File: src/rtl/display_arbiter.sv
// display_arbiter: frame-synchronous req/gnt sharing of a 4-digit 7-segment display with hex decode.
// Optional LEAD_ZERO_BLANK_EN blanks leading zero digits (digit 0 always shown).
module display_arbiter #(
    parameter int N     = 18,
    parameter int DWELL = 64
) (
    input  logic        clk,
    input  logic        reset,
    input  logic [1:0]  req,
    input  logic [15:0] data0,
    input  logic [15:0] data1,
    output logic [1:0]  gnt,
    output logic [6:0]  sal,
    output logic [3:0]  an
);
    localparam int DW = $clog2(DWELL + 1);

    typedef enum logic [1:0] {IDLE, OWN0, OWN1} state_t;

    state_t        state, state_nxt;
    logic [N-1:0]  cnt;
    logic [15:0]   snap;
    logic [DW-1:0] dwell;
    logic          rr;
    logic          fb, full, blank;
    logic [1:0]    d;
    logic [3:0]    nib;

    function automatic logic [6:0] seg(input logic [3:0] h);
        logic [6:0] s;
        case (h)
            4'h0: s = 7'b0000001;
            4'h1: s = 7'b1001111;
            4'h2: s = 7'b0010010;
            4'h3: s = 7'b0000110;
            4'h4: s = 7'b1001100;
            4'h5: s = 7'b0100100;
            4'h6: s = 7'b0100000;
            4'h7: s = 7'b0001111;
            4'h8: s = 7'b0000000;
            4'h9: s = 7'b0000100;
            4'hA: s = 7'b0001000;
            4'hB: s = 7'b1100000;
            4'hC: s = 7'b0110001;
            4'hD: s = 7'b1000010;
            4'hE: s = 7'b0110000;
            default: s = 7'b0111000;
        endcase
        return s;
    endfunction

    assign fb   = &cnt;
    assign full = dwell == DW'(DWELL);

    always_comb begin
        state_nxt = state;
        case (state)
            IDLE: state_nxt = req == 2'b01 ? OWN0 : req == 2'b10 ? OWN1 :
                              req == 2'b11 ? (rr ? OWN1 : OWN0) : IDLE;
            OWN0: state_nxt = !req[0] ? (req[1] ? OWN1 : IDLE) : (req[1] && full) ? OWN1 : OWN0;
            OWN1: state_nxt = !req[1] ? (req[0] ? OWN0 : IDLE) : (req[0] && full) ? OWN0 : OWN1;
            default: state_nxt = IDLE;
        endcase
    end

    always_ff @(posedge clk or negedge reset) begin
        if (!reset) begin
            cnt   <= '0;
            state <= IDLE;
            gnt   <= 2'b00;
            snap  <= '0;
            dwell <= '0;
            rr    <= 1'b0;
        end else begin
            cnt <= cnt + 1'b1;
            if (fb) begin
                state <= state_nxt;
                gnt   <= {state_nxt == OWN1, state_nxt == OWN0};
                if (state_nxt != state)
                    dwell <= '0;
                else if (state != IDLE && !full)
                    dwell <= dwell + 1'b1;
                // rr points at whoever lost the most recent grant
                if (state_nxt != state && state_nxt != IDLE)
                    rr <= state_nxt == OWN0;
                if (state_nxt == OWN0)
                    snap <= data0;
                else if (state_nxt == OWN1)
                    snap <= data1;
            end
        end
    end

    assign d   = cnt[N-1:N-2];
    assign nib = 4'(snap >> {d, 2'b00});
`ifdef LEAD_ZERO_BLANK_EN
    assign blank = d != 2'd0 && (snap >> {d, 2'b00}) == 16'd0;
`else
    assign blank = 1'b0;
`endif
    assign an  = state == IDLE ? 4'b1111 : ~(4'b0001 << d);
    assign sal = (state == IDLE || blank) ? 7'b1111111 : seg(nib);
endmodule

File: config.mk
export PLATFORM = sky130hd
export DESIGN_NAME = display_arbiter
export DESIGN_NICKNAME = d
export VERILOG_FILES = /design/src/rtl/display_arbiter.sv
export SDC_FILE = /design/constraint.sdc
export NUM_CORES = 1
export LEC_CHECK = 0
export CORE_MARGIN = 1
export CORE_UTILIZATION = 45
export DETAILED_ROUTE_END_ITERATION = 6
export GPL_TIMING_DRIVEN = 0
export PLACE_DENSITY_LB_ADDON = 0.12
export SLEW_MARGIN = 30
export SYNTH_ARGS = -nofsm -noshare
export SYNTH_HDL_FRONTEND = slang
export SYNTH_SLANG_ARGS = --single-unit
File: constraint.sdc
create_clock -name clk -period 4.6 [get_ports clk]
set_input_delay 0.92 -clock clk [delete_from_list [all_inputs] [get_ports clk]]
set_output_delay 0.92 -clock clk [all_outputs]
set_load 0.01 [all_outputs]
* Word-level counts from Yosys, hierarchy flattened
Memories as Yosys holds them, arrays and structs flattened.
Cells that the tools add are included.
** Storage, ports and cells
- Flip-flop bits (word level) :: 46
- Bits in read-only memories :: 112
- Bits of input ports :: 36
- Output and inout bits :: 13
- Memories kept :: 1
** Memory list
- (name not given) :: depth 16, width 7, read ports 1, clocked after Yosys merged registers in 0, wr ports 0, line 31 : case (h)
** Cells by class
- Add/subtract/negate cells :: 2
- Eq/ne operators :: 9
- Shift operators :: 2
- Muxes and demuxes :: 17
- Bitwise gates (word level) :: 1
- Reductions and logical operators :: 14
** Operator list (count)
- $reduce_and 19->1 :: 3
- $mux 16 :: 2
- $mux 7 :: 3
- $add 18x1->18 const B :: 1
- $mux 2 :: 9
- $reduce_and 18->1 :: 1
- $shr 16x4->4 :: 1
- $eq 2x2->1 const B :: 4
- $reduce_bool 2->1 :: 4
- $add 7x1->7 const B :: 1
- $eq 7x7->1 const B :: 1
- $eq 2x1->1 const B :: 3
- $pmux 2 s3 :: 1
- $logic_and 1x1->1 :: 4
- $mux 4 :: 1
- $not 4->4 :: 1
- $shl 1x2->4 const A :: 1
- $logic_not 2->1 :: 1
- $ne 2x2->1 :: 1
- $logic_not 1->1 :: 1
- $mux 1 :: 1

* Longest topological paths before layout
- Depth in word-level cells :: 8
- Depth in mapped cells :: 12
- Depth with buffers taken out :: 11

* Worst setup path before layout
Ideal clock, no wire load.
- Kind :: flip-flop to output port
- Start point :: register cnt[16]
- End point :: output port sal[3]
- Arrival time :: 2373 ps
- Required time :: 3680 ps
- Path slack :: 1307 ps
- Stages on the path, launching flop included :: 8
- Path through :: dfrtp_1 buf_1 mux4_2 inv_1 ha_1 inv_1 mux4_2 or2_2
** On the way
- Longest elaborated chain between the ends :: 3
** RTL lines
- from (decl) :: line 21 : logic [N-1:0] cnt;
- from (signal assigned) :: line 75 : cnt <= cnt + 1'b1;
- $shr 16x4->4 :: line 95 : assign nib = 4'(snap >> {d, 2'b00});
- $mem_v2 16x7
- $mux 7 :: line 102 : assign sal = (state == IDLE || blank) ? 7'b1111111 : seg(nib);
- to (decl) :: line 13 : output logic [6:0] sal,
No other way between the ends.

* Final worst setup path
Same ends and word-level chain as after synthesis.

==> impl_metrics.tcl <==
set metrics [dict create \
    status "complete, no violations" \
    max_slew_margin_pct 51.6 \
    vias 2120 \
    preCtsSetupSlack_ns 0.591 \
    synth_edf_count 0 \
    path_max_fanout 10 \
    initial_utilization_pct 47.8 \
    via_per_inst 5.37 \
    maxSlewViolCount 0 \
    num_rows 27 \
    drt_iter0_drc 94 \
    p_leak_nw 1.47 \
    drt_first_pass_iters 4 \
    rsz0062_at_grt "false" \
    critPathMaxStageDelay_ns 0.67 \
    wl_mm 5.36 \
    hold_class "reg -> reg" \
    cts.reportedPaths.clkPinSlew_ns 0.08 \
    wl_per_cell_um 13.6 \
    antenna_cells 0 \
    r2r-end "snap[13]$_DFFE_PN0P_" \
    cts_setup_buffers 0 \
    grtUsageTotal_pct 19.6 \
    fmax_ghz 0.232 \
    worstPathCellList "buf_1 > mux4_2 > inv_1 > ha_1 > inv_1 > mux4_2 > or2_2 > clkdlybuf4s50_1" \
    tns_ns 0 \
    clock-sinks 46 \
    cts-hold-fix-buffers 0 \
    clock_insertion_delay_worst_skew_ns 0.30 \
    yosysUniqueCellTypes 44 \
    r2r_cells 11 \
    fin_crit_sh_pct 93.9 \
    drive_above_1_share_pct 11.1 \
    die_w_um 79.4 \
    cts.htree.levels 2 \
    io_buffers 48 \
    min-delay-start "cnt[15]$_DFF_PN0_" \
    criticalPathCategory "reg -> out" \
    clk_path_buf_depth 2 \
    ys_seq_elements 46 \
    syn-cell-area_mm2 0.00270 \
    setup_viol 0 \
    grt_overflow 0 \
    drc 0 \
    tightest_slew_ns 0.726 \
    crit_path_top_delay_cell "mux4_2" \
    die_h_um 79.4 \
    hold_ws_ns 0.478 \
    cts_tree "done" \
    ant_nets 0 \
    io_pins 49 \
    grt_pass1_vias 2074 \
    dpl.hpwl_mm 3.93 \
    start_kind "flip-flop" \
    yosysSeqAreaShare_pct 42.7 \
    ctsResizeCount 0 \
    whs_path_depth 1 \
    timing.final.ws_setup_ns 0.282 \
    synth.avg_cell_area_um2 10.1 \
    max_cap_violations 0 \
    period_needed_ns 4.32 \
    ir_drop_uv 168 \
    gp_congestion 0.780 \
    synth_ff_type "dfrtp_1" \
    antenna_found_initial 0 \
    power_density_mw_per_mm2 223 \
    yosys_warnings 0 \
    async_flop_share_pct 100 \
    worst-endpoint-arrival_ns 3.40 \
    min_to "cnt[15]$_DFF_PN0_" \
    grt_max_degree 47 \
    critPathLaunch "cnt[16]$_DFF_PN0_" \
    fp.coreArea_mm2 0.00564 \
    synthesis.instances 267 \
    cts_root_buf "clkbuf_8" \
    syn_nets 315 \
    final_nets 370 \
    fin_skew_ns 0.00347 \
    syn_to_final_growth_pct 25.2 \
    required_ns 3.68 \
    dieArea_mm2 0.00630 \
    numCtsBuffers 5 \
    grt_pass1_wl_mm 9.48 \
    cp-end-kind "primary output" \
    reg2reg_from "dwell[0]$_DFFE_PN0P_" \
    hold_violations 0 \
    reg2reg_slack_ns 1.10 \
    final_util_pct 59.8 \
]
## synth_stat cells, types with 7 or more instances
cell | count | share of area [%]
nor2_1 | 12 | 1.7
dfrtp_1 | 46 | 43
ha_1 | 12 | 5.6
nand3_1 | 9 | 1.7
inv_1 | 15 | 2.1
xnor2_1 | 11 | 3.6
o21ai_0 | 25 | 4.6
clkbuf_1 | 7 | 0.98
mux2i_1 | 19 | 7.1
xor2_1 | 7 | 2.3
a21oi_1 | 9 | 1.7
nand2_1 | 35 | 4.9
## cell type report
type / count / area, um^2
buffer: 11 / 52.6
clock buffer: 8 / 110
fill: 500 / 2270
inverter: 15 / 56.3
multi-input combinational: 195 / 1440
sequential: 46 / 1150
tap: 72 / 90.1
timing repair buffer: 48 / 478
## metal layers
layer  GRT usage [%]  vias to the layer above  share of wire [%]
met3            4.23                        8                2.9
li1                -                     1055                  -
met2            30.6                       38                 47
met5               0                        -                  0
met4            7.45                        0                1.6
met1            26.7                     1019                 49
## logic make-up (layout without fill, tap and decap cells)
kind of cell / after synthesis / in the layout / share of synthesized area, %
compound gates: 50 / 50 / 11.4
simple gates: 86 / 86 / 17.1
mux: 29 / 29 / 13.3
flops: 46 / 46 / 42.7
xor+xnor: 18 / 18 / 5.85
fa+ha+maj: 12 / 12 / 5.57
buf+inv: 26 / 82 / 4.04
## stage by stage
step           instance area (um^2)  total power [W]  std cells
3_3_place_gp                   3270         0.000477        387
5_1_grt                        3370         0.000786        395
2_1_floorplan                  2700         0.000434        267
4_1_cts                        3370         0.000763        395
6_report                       3370         0.000751        395
3_5_place_dp                   3260         0.000477        387
## worst max-delay path by stage
stage                        end  cells past startpoint
after detailed placement  sal[3]                      8
after global routing      sal[3]                      8
final                     sal[3]                      8
after CTS                 sal[3]                      8
after floorplan           sal[3]                      7
after global placement    sal[3]                      8
## critical path, delay by kind of cell, from the launching register on
kind	cells	cell delay [ns]
flip-flops	1	0.39
buffers and inverters	4	1.14
multiplexers	2	1.10
adder cells (fa/ha/maj)	1	0.18
AND/OR/NAND/NOR	1	0.28
## sequential cells by signal, indices dropped and copies added, names as in the netlist
register	count
cnt	18
snap	16
dwell	7
gnt	2
state	2
rr	1
## layout by cell type (no fill, tap or decap), drive strengths merged, types with 2 or more instances in the layout
cell type	count
a31oi	3
buf	4
nand4	7
o31ai	4
or2	4
ha	12
dfrtp	46
mux4	5
nand3	10
nand2	35
xnor2	11
o221ai	3
or4	4
or3	3
o211ai	2
and3	3
inv	15
clkdlybuf4s50	47
xor2	7
nor2	12
nor4	2
mux2i	19
o21ai	26
a21oi	9
mux2	5
clkbuf	16
## where the power goes
| part | internal (W) | total [W] | switching, W | leakage [nW] |
|---|---|---|---|---|
| logic | 0.0000366 | 0.0000616 | 0.0000250 | 0.789 |
| clock network | 0.000152 | 0.000283 | 0.000131 | 0.0575 |
| registers | 0.000405 | 0.000406 | 0.00000139 | 0.626 |
| total | 0.000593 | 0.000751 | 0.000157 | 1.47 |
No activity file was read; power rests on OpenSTA's default activity.
